`config.mk`:
```
export PLATFORM = sky130hd
export DESIGN_NAME = imm_decode_stage
export DESIGN_NICKNAME = d
export VERILOG_FILES = /design/src/rtl/imm_decode_stage.sv
export SDC_FILE = /design/constraint.sdc
export NUM_CORES = 1
export LEC_CHECK = 0
export ABC_CLOCK_PERIOD_IN_PS = 3800
export CORE_ASPECT_RATIO = 1.25
export CORE_MARGIN = 4
export CORE_UTILIZATION = 25
export DETAILED_ROUTE_END_ITERATION = 10
export GPL_TIMING_DRIVEN = 0
export PLACE_DENSITY_LB_ADDON = 0.2
export SLEW_MARGIN = 20
export SYNTH_ARGS = -nofsm -noshare
export SYNTH_HDL_FRONTEND = slang
export SYNTH_SLANG_ARGS = --single-unit
```
`constraint.sdc`:
```
create_clock -name clk -period 3.8 [get_ports clk]
set_input_delay 0.76 -clock clk [delete_from_list [all_inputs] [get_ports clk]]
set_output_delay 0.76 -clock clk [all_outputs]
set_load 0.03 [all_outputs]
```
`src/rtl/imm_decode_stage.sv`:
```
// rtl/imm_decode_stage.sv - registered, handshaked immediate-decode stage with 2-entry skid buffer

package rvcpu;
    typedef enum logic [3:0] {
        alu_imm      = 4'd0,
        load_offset  = 4'd1,
        store_offset = 4'd2,
        uimm         = 4'd3,
        jalr_offset  = 4'd4,
        br_offset    = 4'd5,
        jal_offset   = 4'd6,
        upper_imm    = 4'd7,
        shamt        = 4'd8
    } imm_type_t;
endpackage

module imm_decode_stage #(
    parameter int Width = 32,
    parameter bit HasC  = 1'b1
) (
    input  logic              clk,
    input  logic              rst_n,
    input  logic              in_valid,
    output logic              in_ready,
    input  logic [31:0]       in_op,
    input  logic [Width-1:0]  in_pc,
    input  rvcpu::imm_type_t  in_immtype,
    output logic              out_valid,
    input  logic              out_ready,
    output logic [Width-1:0]  out_imm,
    output logic [Width-1:0]  out_target,
    output logic              out_misaligned,
    output logic [Width-1:0]  out_pc
);

    // Decoded payload of the instruction currently presented upstream
    logic [Width-1:0] d_imm;
    logic [Width-1:0] d_target;
    logic [Width-1:0] d_sum;
    logic             d_mis;
    logic             d_use_target;
    logic             d_branch;
    logic [5:0]       d_shamt;

    // Main output register M
    logic             m_valid;
    logic [Width-1:0] m_imm;
    logic [Width-1:0] m_target;
    logic             m_mis;
    logic [Width-1:0] m_pc;

    // Skid register S, only filled while M is stalled
    logic             s_valid;
    logic [Width-1:0] s_imm;
    logic [Width-1:0] s_target;
    logic             s_mis;
    logic [Width-1:0] s_pc;

    logic             in_ready_q;
    logic             accept;
    logic             drain;

    // Opcode field is never needed: the immediate kind arrives pre-decoded
    logic             unused_opcode;
    assign unused_opcode = ^in_op[6:0];

    // RV64 shift amounts carry one extra bit
    assign d_shamt = (Width == 64) ? in_op[25:20] : {1'b0, in_op[24:20]};

    // Extract and extend the immediate for the presented kind
    always_comb begin
        d_imm        = '0;
        d_use_target = 1'b0;
        d_branch     = 1'b0;
        case (in_immtype)
            rvcpu::alu_imm, rvcpu::load_offset, rvcpu::jalr_offset: begin
                d_imm = Width'($signed(in_op[31:20]));
            end
            rvcpu::store_offset: begin
                d_imm = Width'($signed({in_op[31:25], in_op[11:7]}));
            end
            rvcpu::br_offset: begin
                d_imm        = Width'($signed({in_op[31], in_op[7], in_op[30:25],
                                               in_op[11:8], 1'b0}));
                d_use_target = 1'b1;
                d_branch     = 1'b1;
            end
            rvcpu::jal_offset: begin
                d_imm        = Width'($signed({in_op[31], in_op[19:12], in_op[20],
                                               in_op[30:21], 1'b0}));
                d_use_target = 1'b1;
                d_branch     = 1'b1;
            end
            rvcpu::upper_imm: begin
                d_imm        = Width'($signed({in_op[31:12], 12'b0}));
                d_use_target = 1'b1;
            end
            rvcpu::uimm: begin
                d_imm = Width'(in_op[19:15]);
            end
            rvcpu::shamt: begin
                d_imm = Width'(d_shamt);
            end
            default: begin
                d_imm = '0;
            end
        endcase
    end

    // PC-relative target wraps modulo 2^Width; only control-flow targets flag misalignment
    assign d_sum    = in_pc + d_imm;
    assign d_target = d_use_target ? d_sum : '0;
    assign d_mis    = (HasC == 1'b0) && d_branch && d_target[1];

    assign accept = in_valid && in_ready_q;
    assign drain  = m_valid && out_ready;

    // M/S skid buffer; in_ready is registered as the complement of next S.valid
    always_ff @(posedge clk) begin
        if (!rst_n) begin
            m_valid    <= 1'b0;
            m_imm      <= '0;
            m_target   <= '0;
            m_mis      <= 1'b0;
            m_pc       <= '0;
            s_valid    <= 1'b0;
            s_imm      <= '0;
            s_target   <= '0;
            s_mis      <= 1'b0;
            s_pc       <= '0;
            in_ready_q <= 1'b0;
        end else begin
            if (drain && s_valid) begin
                // S refills M; upstream is blocked so no accept can coincide
                m_valid    <= 1'b1;
                m_imm      <= s_imm;
                m_target   <= s_target;
                m_mis      <= s_mis;
                m_pc       <= s_pc;
                s_valid    <= 1'b0;
                in_ready_q <= 1'b1;
            end else if (accept && (!m_valid || drain)) begin
                m_valid    <= 1'b1;
                m_imm      <= d_imm;
                m_target   <= d_target;
                m_mis      <= d_mis;
                m_pc       <= in_pc;
                in_ready_q <= 1'b1;
            end else if (accept) begin
                // M is full and stalled: park the newcomer in S
                s_valid    <= 1'b1;
                s_imm      <= d_imm;
                s_target   <= d_target;
                s_mis      <= d_mis;
                s_pc       <= in_pc;
                in_ready_q <= 1'b0;
            end else begin
                if (drain) begin
                    m_valid <= 1'b0;
                end
                in_ready_q <= !s_valid;
            end
        end
    end

    assign in_ready       = in_ready_q;
    assign out_valid      = m_valid;
    assign out_imm        = m_imm;
    assign out_target     = m_target;
    assign out_misaligned = m_mis;
    assign out_pc         = m_pc;

endmodule

```
==> flow_summary.ini, run 1 <==
[run_status]
run_status = completed

[power]
max-vdd-ir-drop_v = 0.000220
p_leak_nw = 4.80
powerDensity_nw_per_um2 = 394
total_power_w = 0.00520

[yosys]
post_synth_instance_area_um2 = 9720
syn-instance-count = 1275
synth_sequential_area_ratio_pct = 40.2
ys_ff_latch = 195
synthesis.nets = 1379
ys_dominant_reg_cell = sky130_fd_sc_hd__dfxtp_1
edff_count_synth = 0
synth_top_area_share_pct = 40.2
yosys-top-cells-area = sky130_fd_sc_hd__dfxtp_1 (40%), sky130_fd_sc_hd__nand2_1 (8.3%), sky130_fd_sc_hd__a21oi_1 (7.8%), sky130_fd_sc_hd__nor2_1 (6.9%), sky130_fd_sc_hd__a311oi_1 (4.5%)
synth.avg_cell_area_um2 = 7.62
yosys.cell_types.count = 64
post_synthesis_cell_type_with_the_largest_combined_area = sky130_fd_sc_hd__dfxtp_1
async_flop_share_pct = 0
ys_warns = 0

[floorplanning]
die_area_um2 = 42100
chipWidth_um = 184
initial_core_utilization_pct = 25.4
floorplan.io_pins = 171
rows = 80
area_of_the_placeable_core_um2 = 38300
y_dimension_of_the_die_um = 228

[setup_path]
worstSetupStartpointType = input port
startpoint = in_immtype[2]
worst_r2r_startpoint = s_valid
regToRegSetupSlack_ns = 0.86
critPathCapture = out_target[28]
timing.critical_path.arrival_ns = 4.05
worstReg2RegEnd = out_pc[15]
worst-endpoint-required_ns = 4.12
crit_fanout = 10
crit_path_end_kind = flop
timing_worst_setup_path_type = input port to flop
ff2ff_path_depth = 5

[detailed_routing]
wl_mm = 41.2
route.detailed.drc = 0
routed_via_density = 5.04
detail_route_antenna_nets = 0
drt-pass1-iter-count = 7
detailroute.via_count = 9946
detailedRoute.firstIterationViolations = 656
wl_per_instance_um = 20.9

[timing]
report.final.hold_viol_count = 0
slew_headroom_pct = 32.1
hold-worst-slack_ns = 0.458
period_minus_slack_ns = 3.73
drv_slew = 0
clock-skew-final_ns = 0.0190
timing_worst_slew_pin_value_ns = 1.01
maxClockFrequency_mhz = 268
setup_viol = 0
layout_worst_path_cycle_share_pct = 98.2

[grt]
initial_antenna_violation_count = 0
grt_overflow_total = 0
global_route_wire_length_before_repair_mm = 61.6
largest_net_degree_at_the_start_of_global_routing = 19
globalRouteTotalUtil_pct = 19.2
first_global_vias = 9694

[run]
max_cap_viol_count = 0

[clock_network]
h-tree-depth = 4
cts_made_buffers = 17
numClockSinks = 195
holdBufCountCts = 0
clkTransAtPathRegs_ns = 0.08
maximum_buffer_depth_of_the_clock_tree = 2
worstSkewPairLatency_ns = 0.47
cts_tree = done
ctsRootBufferMaster = sky130_fd_sc_hd__clkbuf_16

[finish]
finalInstanceArea_um2 = 13200
layout-area-overhead-vs-synth_pct = 35.9
antenna-diode-count = 0
final_core_util_pct = 34.5
fin_cells = 1974
final_layout_size_suffix_gt1_share_pct = 10.3
multiInputGateArea_um2 = 5830
fill_cells = 4043
nNetsFinal = 1574
sequential_cell_area_um2 = 3900

[hold_path]
hold_class = flop to flop
hold_path.startpoint = s_target[13]
hold_depth = 2

[placement]
port-buffer-count = 160
placed_cell_area_um2 = 12000
gp_congestion = 0.911
place_hpwl_mm = 32.2
placedCellCount = 1928
[area by class of cell]
class                   count  share of cell area [%]
clock buffers              18                    3.25
inverters                  30                   0.853
plain buffers              92                    3.00
repair buffers            181                    13.5
flip-flops and latches    195                    29.6
well taps                 492                    4.66
multi-input cells         953                    44.2
clock inverters            13                    1.07
[layout by cell type, fill, tap and decap left out, types with 4 or more instances in the layout]
cell type / Yosys / layout
sky130_fd_sc_hd__o21ai_1: 5 / 7
sky130_fd_sc_hd__inv_2: 0 / 4
sky130_fd_sc_hd__nor4_1: 4 / 4
sky130_fd_sc_hd__nor2b_1: 7 / 5
sky130_fd_sc_hd__o21ai_0: 49 / 43
sky130_fd_sc_hd__ha_1: 31 / 23
sky130_fd_sc_hd__buf_2: 5 / 4
sky130_fd_sc_hd__inv_1: 30 / 26
sky130_fd_sc_hd__xnor2_1: 16 / 14
sky130_fd_sc_hd__or3_1: 5 / 5
sky130_fd_sc_hd__nand4_1: 7 / 7
sky130_fd_sc_hd__a21oi_1: 151 / 129
sky130_fd_sc_hd__buf_4: 1 / 20
sky130_fd_sc_hd__dfxtp_1: 195 / 195
sky130_fd_sc_hd__ha_4: 0 / 5
sky130_fd_sc_hd__nand2_1: 216 / 216
sky130_fd_sc_hd__xor2_1: 6 / 4
sky130_fd_sc_hd__a21o_1: 16 / 16
sky130_fd_sc_hd__nand2b_1: 7 / 5
sky130_fd_sc_hd__nor3_1: 19 / 17
sky130_fd_sc_hd__and2_1: 11 / 9
sky130_fd_sc_hd__inv_6: 0 / 5
sky130_fd_sc_hd__nor3_4: 1 / 4
sky130_fd_sc_hd__nand3_1: 39 / 38
sky130_fd_sc_hd__and3_1: 6 / 6
sky130_fd_sc_hd__a21oi_4: 0 / 9
sky130_fd_sc_hd__a211oi_1: 56 / 51
sky130_fd_sc_hd__buf_1: 6 / 6
sky130_fd_sc_hd__clkbuf_16: 0 / 17
sky130_fd_sc_hd__a22o_1: 11 / 11
sky130_fd_sc_hd__clkbuf_1: 83 / 76
sky130_fd_sc_hd__a221oi_2: 0 / 5
sky130_fd_sc_hd__clkbuf_4: 0 / 4
sky130_fd_sc_hd__clkdlybuf4s50_1: 0 / 157
sky130_fd_sc_hd__nor2_1: 178 / 175
sky130_fd_sc_hd__a311oi_1: 50 / 50
sky130_fd_sc_hd__a21oi_2: 0 / 13
sky130_fd_sc_hd__a211oi_2: 1 / 4
sky130_fd_sc_hd__o21a_1: 9 / 9
[worst max-delay path, cell delays in order]
cell,delay (ns)
sky130_fd_sc_hd__clkbuf_4,0.15
sky130_fd_sc_hd__buf_8,0.13
sky130_fd_sc_hd__nand2b_4,0.14
sky130_fd_sc_hd__o21ai_0,0.07
sky130_fd_sc_hd__nor2b_2,0.18
sky130_fd_sc_hd__a22o_1,0.26
sky130_fd_sc_hd__a21oi_4,0.18
sky130_fd_sc_hd__inv_2,0.10
sky130_fd_sc_hd__ha_4,0.31
sky130_fd_sc_hd__a211oi_2,0.08
sky130_fd_sc_hd__o21ai_2,0.23
sky130_fd_sc_hd__nand3_4,0.18
sky130_fd_sc_hd__a2111oi_4,0.37
sky130_fd_sc_hd__buf_4,0.20
sky130_fd_sc_hd__o21a_1,0.16
sky130_fd_sc_hd__nor3_4,0.06
sky130_fd_sc_hd__o31ai_4,0.33
sky130_fd_sc_hd__a311oi_1,0.14
[state kept, by name, summed over array words and instances (netlist names)]
register,flops
s_target,32
out_target,32
out_pc,32
in_ready,1
out_valid,1
s_imm,32
out_imm,32
s_valid,1
s_pc,32
[stage by stage]
step	setup TNS (ns)	setup slack [ns]
final	0	0.0665
after global routing	-0.0104	-0.0104
after CTS	0	0.0127
after detailed placement	-61.29	-1.85
after global placement	-65.72	-1.80
after floorplan	0	0.0153
[worst min-delay path by stage]
stage	end	slack (ns)
3_3_place_gp	s_target[23]	0.43
4_1_cts	s_target[13]	0.46
6_report	s_target[13]	0.46
2_1_floorplan	s_target[28]	0.42
3_5_place_dp	s_target[10]	0.45
5_1_grt	s_pc[12]	0.47
[logic make-up (layout without fill, tap and decap cells)]
kind of cell,count (synthesis),count (layout),share of synthesized area [%]
muxes,3,3,0.309
buffers and inverters,127,334,5.10
adders and majority gates,33,33,4.30
AOI/OAI and AO/OA,384,384,25.9
DFF,195,195,40.2
other,1,1,0.0386
and+or+nand+nor,510,510,22.2
xor gates and xnor gates,22,22,1.98
[synthesized netlist by cell type, types with 5 or more instances]
cell                       number
sky130_fd_sc_hd__and3_1         6
sky130_fd_sc_hd__nor2b_1        7
sky130_fd_sc_hd__inv_1         30
sky130_fd_sc_hd__o21a_1         9
sky130_fd_sc_hd__and2_1        11
sky130_fd_sc_hd__xnor2_1       16
sky130_fd_sc_hd__o21ai_1        5
sky130_fd_sc_hd__dfxtp_1      195
sky130_fd_sc_hd__o21ai_0       49
sky130_fd_sc_hd__nor2_1       178
sky130_fd_sc_hd__buf_1          6
sky130_fd_sc_hd__a21o_1        16
sky130_fd_sc_hd__xor2_1         6
sky130_fd_sc_hd__a21oi_1      151
sky130_fd_sc_hd__or3_1          5
sky130_fd_sc_hd__nor3_1        19
sky130_fd_sc_hd__nand4_1        7
sky130_fd_sc_hd__a221oi_1       8
sky130_fd_sc_hd__ha_1          31
sky130_fd_sc_hd__a22o_1        11
sky130_fd_sc_hd__nand3_1       39
sky130_fd_sc_hd__a311oi_1      50
sky130_fd_sc_hd__a211oi_1      56
sky130_fd_sc_hd__nand2_1      216
sky130_fd_sc_hd__buf_2          5
sky130_fd_sc_hd__nand2b_1       7
sky130_fd_sc_hd__clkbuf_1      83
[routing by layer]
layer | routed length, um | part of all wire, % | GRT usage (%)
met3 | 1730 | 4.2 | 3.07
met1 | 17800 | 43 | 24.3
met4 | 1020 | 2.5 | 5.59
met2 | 20700 | 50 | 33.5
met5 | 0 | 0 | 0
[report_power, final]
group | internal [W] | leakage (nW) | switching [W] | total [W]
Sequential | 0.00211 | 1.58 | 0.0000449 | 0.00216
Combinational | 0.000467 | 2.94 | 0.000754 | 0.00122
Clock | 0.000927 | 0.278 | 0.000894 | 0.00182
Total | 0.00351 | 4.80 | 0.00169 | 0.00520
[timing repair]
action | in CTS | in global routing
pin swaps | 17 | 17
setup endpoints to repair | 54 | 33
cloned | 1 | 0
buffers inserted | 14 | 5
gates resized for setup | 89 | 38
Power figures use the tool's default switching activity.
==> run 2, diff against run 1 <==
Settings changed: RECOVER_POWER set to 100, SLEW_MARGIN 20 to 40.
==> run 2 against run 1 <==
Global-route usage about the same. Cell area up 0.51%. Clock-buffer cell count up 1. Setup slack better by 0.020 ns. Highest routed layer unchanged. Critical endpoint unchanged. Wire length about the same. First-iteration DRC count up 14%.
==> flow_summary.ini, run 2 (same netlist as run 1, synthesis figures left out) <==
[floorplanning]
chipWidth_um = 184
area_of_the_placeable_core_um2 = 38300
initial_core_utilization_pct = 25.4
rows = 80
die_area_um2 = 42100
floorplan.io_pins = 171
y_dimension_of_the_die_um = 228

[clock_network]
worstSkewPairLatency_ns = 0.46
cts_made_buffers = 17
ctsRootBufferMaster = sky130_fd_sc_hd__clkbuf_16
maximum_buffer_depth_of_the_clock_tree = 2
clkTransAtPathRegs_ns = 0.08
cts_tree = done
holdBufCountCts = 0
numClockSinks = 195
h-tree-depth = 4

[timing]
setup_viol = 0
timing_worst_slew_pin_value_ns = 0.992
accumulated_negative_setup_slack_ns = 0
setup_ws_ns = 0.0861
drv_slew = 0
slew_headroom_pct = 33.9
maxClockFrequency_mhz = 269
period_minus_slack_ns = 3.71
layout_worst_path_cycle_share_pct = 97.7
report.final.hold_viol_count = 0
clock-skew-final_ns = 0.0127

[hold_path]
hold_class = flop to flop
hold_depth = 2
hold-path-endpoint = s_target[15]
hold_path.startpoint = s_target[15]

[setup_path]
crit_path_end_kind = flop
timing_worst_setup_path_type = input port to flop
worstSetupStartpointType = input port
ff2ff_path_depth = 5
crit_family = compound AO/OA/AOI/OAI gates
cpMaxStageDelayCell = sky130_fd_sc_hd__clkdlybuf4s50_1
worstReg2RegEnd = out_pc[15]
worst-endpoint-required_ns = 4.12
worst_r2r_startpoint = s_valid
regToRegSetupSlack_ns = 0.84
timing.critical_path.arrival_ns = 4.03
crit_fanout = 6
worst_path_largest_cell_delay_ns = 0.55
worstPathBufferInverterCount = 2
path_cells = clkdlybuf4s50_1, mux2i_2, o32ai_4, buf_12, ha_1, fa_2, a211oi_4, o21ai_2, nand3_4, a2111oi_4, o21a_1, nor3_4, o31ai_4, a311oi_1

[finish]
final_layout_size_suffix_gt1_share_pct = 11.3
nNetsFinal = 1580
antenna-diode-count = 0
sequential_cell_area_um2 = 3900
most-common-layout-cells = sky130_fd_sc_hd__nand2_1 (216), sky130_fd_sc_hd__dfxtp_1 (195), sky130_fd_sc_hd__nor2_1 (175), sky130_fd_sc_hd__a21oi_1 (129), sky130_fd_sc_hd__dlygate4sd3_1 (100)
fill_cells = 4046
multiInputGateArea_um2 = 5830
mostFrequentLayoutCell = sky130_fd_sc_hd__nand2_1
layout-area-overhead-vs-synth_pct = 36.6
final_core_util_pct = 34.6
fin_cells = 1981

[placement]
place_hpwl_mm = 32.2
post-place-ws_ns = -1.75
gp_congestion = 0.911
placedCellCount = 1928
port-buffer-count = 160

[grt]
largest_net_degree_at_the_start_of_global_routing = 19
grt_overflow_total = 0
globalRouteTotalUtil_pct = 19.2
global_route_wire_length_before_repair_mm = 61.7
first_global_vias = 9740
initial_antenna_violation_count = 0

[detailed_routing]
routed_via_density = 5.08
wl_per_instance_um = 20.8
detailroute.via_count = 10100
detailedRoute.firstIterationViolations = 751
route.detailed.drc = 0
detail_route_antenna_nets = 0
wl_mm = 41.3
drt-pass1-iter-count = 5

[power]
total_power_w = 0.00523
powerDensity_nw_per_um2 = 394
p_leak_nw = 5.13
max-vdd-ir-drop_v = 0.000217

[run_status]
run_status = completed

[run]
max_cap_viol_count = 0
-- run 2: changes by cell type in the layout (fill, tap and decap cells not counted), sizes merged --
cell,before,now
clkbuf,99,104
buf,34,36
clkinvlp,1,2
clkdlybuf4s50,157,57
clkinv,3,2
dlygate4sd3,0,100
-- run 2: worst max path at each step --
stage               cells past startpoint        endpoint  slack [ns]          start
detailed placement                     17  out_target[28]       -1.75  in_immtype[1]
global placement                       13  out_target[28]       -1.80  in_immtype[1]
floorplan                              16  out_target[28]        0.02  in_immtype[1]
finish                                 14  out_target[28]        0.09      in_op[15]
CTS                                    17  out_target[26]        0.02      in_op[31]
global route                           18  out_target[18]      -0.005  in_immtype[2]
-- run 2: stage by stage --
stage               hold WS (ns)  instance area [um^2]
global route               0.475                 13300
global placement           0.435                 11900
detailed placement         0.446                 12000
CTS                        0.457                 13000
finish                     0.455                 13300
floorplan                  0.425                  9720
-- run 2: what timing repair did --
item	4_1_cts	5_1_grt
gates cloned	1	0
resized for setup	86	37
hold endpoints to repair	0	0
buffers inserted	13	14
pin swaps	22	22
endpoints found under the setup margin	54	32
-- run 2: final cells by class --
class,count,share of cell area (%)
multi-input combinational,953,43.9
sequential,195,29.4
timing repair buffer,187,13.8
tap,492,4.64
clock buffer,19,3.41
buffer,92,2.98
clock inverter,13,1.04
inverter,30,0.848
-- run 2: tightest hold or removal path, stage by stage (launching register included) --
cell and delay, ns:
sky130_fd_sc_hd__dfxtp_1 0.31, sky130_fd_sc_hd__nand2_1 0.05, sky130_fd_sc_hd__a21oi_1 0.05
-- run 2: per-layer routing --
layer,up-vias,wire (um),GRT usage [%],part of all wire [%]
met3,67,1780,3.31,4.3
met4,0,1620,7.26,3.9
met1,4806,17700,24.2,43
li1,4904,-,-,-
met5,-,0,0,0
met2,295,20200,32.7,49
-- run 2: where the power goes --
group | internal, W | switching [W]
sequential | 0.00211 | 0.0000420
combinational | 0.000453 | 0.000761
clock | 0.000963 | 0.000895
==> run 3, diff against run 2 <==
Settings changed: CAP_MARGIN set to 20.
==> results of run 3 <==
No change in the layout: final DEF, timing and power equal those of run 2.
==> variant, RTL diff (flow settings as in run 1) <==
The parameter `HasC` goes from 1'b1 to 1'b0.
--- a/src/rtl/imm_decode_stage.sv
+++ b/src/rtl/imm_decode_stage.sv
@@ -18,3 +18,3 @@
     parameter int Width = 32,
-    parameter bit HasC  = 1'b1
+    parameter bit HasC  = 1'b0
 ) (
Check against the original RTL: not equivalent (Yosys sat finds a counterexample within 4 cycles, from zero or initial values and one cycle with rst_n low).
==> variant against run 1 <==
Maximum frequency grew 0.38%. Sequential cell count grew 2. Area after synthesis shrank 0.71%. Synthesized cell count shrank 14%. Design area shrank 1.3%. First-iteration DRC count grew 69%. Combinational power shrank 17%. Worst setup slack gained 0.014 ns. Critical endpoint is now out_target[20]$_SDFFE_PN0P_. Routed wire length shrank 6.0%. Power shrank 2.5%. Via count shrank 5.8%. Largest cell class unchanged. Largest power group unchanged. Worst hold slack gained 0.0083 ns. Clock power grew 6%.
==> variant: results (changes against run 1) <==
Status
The run finished with clean final reports.

Placed design
The pre-CTS setup slack is -1.37 ns (+0.481 ns). The cell total after placement is 1757 (-8.9%). The count of buffers from port buffering is 163 (+1.9%).

Logic synthesis
The fraction of the yosys area taken by sequential cells is 40.9% (+0.70 points). By count the netlist is led by sky130_fd_sc_hd__dfxtp_1, sky130_fd_sc_hd__nand2_1, sky130_fd_sc_hd__nor2_1. The count of unique library cells instantiated by Yosys is 66 (+3.1%). After synthesis, the cell types taking the most area are sky130_fd_sc_hd__dfxtp_1, sky130_fd_sc_hd__a222oi_1, sky130_fd_sc_hd__nand2_1.

The mean cell area of the mapped netlist was 8.76 sq um (+15%).

GRT
The via count of the first global-routing pass is 9047 (-6.7%). The first-pass GRT wire length is 57.2 mm (-7.2%). The number of antenna violations at the first check in global routing was 2 (+2).

Cells and area
The number of inserted filler cells in the final layout is 3924 (-2.9%). The number of diodes added for antenna fixing came to 1 (+1). The number of clock-tree buffers in the layout is 19 (+1). The data-path buffer share of cell area in the final layout is 16.6% (+0.19 points). The fraction of area in registers is 30.3% (+0.71 points). The combined area of the multi-input logic cells was 5660 sq um (-3.0%).

The share of layout cells above drive strength 1 is 10.1% (-0.23 points). The non-clock buffer count in the final layout is 263 (-3.7%). The non-clock inverter total of the final layout is 6 (-80%).

Detailed routing
The final routed wire length divided by cell count is 21.5 um (+3.1%). The detailed router's first-iteration violation count is 1109 (+69%). The total wire length is 38.8 mm (-6.0%). The detailed-router iteration count before antenna repair was 8 (+1). The overall via count from detail_route is 9367 (-5.8%).

Clock tree
The number of buffers added for setup after CTS is 8 (-6). The insertion delay of the later-clocked pin in the worst-skew pair is 0.44 ns (-0.03 ns). The post-cts resize count is 66 (-26%).

Critical path
The longest individual stage delay on the worst path was 0.56 ns (+0.19 ns). On the critical path, the stage with the largest delay is an instance of sky130_fd_sc_hd__clkdlybuf4s50_1. The largest driver fanout on the critical path is 8 (-2).

Pwr
The maximum VDD drop is 311 uV (+41%). The leakage power figure is 4.68 nW (-2.6%).

Timing
The post-route clock skew is 0.00762 ns (-0.0114 ns).
-- variant: cell count changes after synthesis, sizes merged, moves of 36 or more --
cell    change
a22o       +36
a21boi     +58
a21oi     -114
nor2b      +73
nor2       -97
nand2      -53
a222oi     +68
a311oi     -48
a211oi     -51
-- variant: logic make-up (layout without fill, tap and decap cells) --
kind of cell             count (synthesis)  count (layout)  share of synthesized area, %
buffers and inverters                   95             301                          4.29
adder cells (fa/ha/maj)                 33              33                          4.33
multiplexers                             3               3                         0.311
XOR/XNOR                                26              26                          2.36
flip-flops                             197             197                          40.9
AND/OR/NAND/NOR                        420             420                          21.1
other                                    0               1                             0
AO/OA/AOI/OAI                          328             328                          26.7
-- variant: worst paths after layout --
path / start / end / cells after the start
setup / recovery: in_op[31] / out_target[20]$_SDFFE_PN0P_ / 14
hold / removal: out_imm[8]$_SDFFE_PN0P_ / out_imm[8]$_SDFFE_PN0P_ / 2
setup reg to reg: out_valid$_SDFFE_PN0P_ / out_imm[25]$_SDFFE_PN0P_ / 6
hold reg to reg: out_imm[8]$_SDFFE_PN0P_ / out_imm[8]$_SDFFE_PN0P_ / 2
-- variant: stage by stage --
step                      area (sq um)  TNS (ns)  hold slack [ns]
after CTS                        12900         0            0.469
after floorplan                   9650         0            0.425
after global routing             13000   -0.0335            0.489
after global placement           11900    -46.81            0.437
final                            13000         0            0.466
after detailed placement         11900    -46.63            0.452
-- variant: metal layers --
metal / vias up / wire length (um) / track usage [%]
met5: - / 0 / 0
met4: 0 / 1360 / 7.16
met3: 51 / 2140 / 2.77
met1: 4544 / 16600 / 23.3
met2: 336 / 18600 / 30.0
li1: 4436 / - / -
-- variant: report_power, final --
group	switching, mW	total, mW	internal, mW
Sequential	0.0283	2.13	2.10
Combinational	0.602	1.01	0.405
Clock	0.900	1.93	1.03
Total	1.53	5.07	3.54
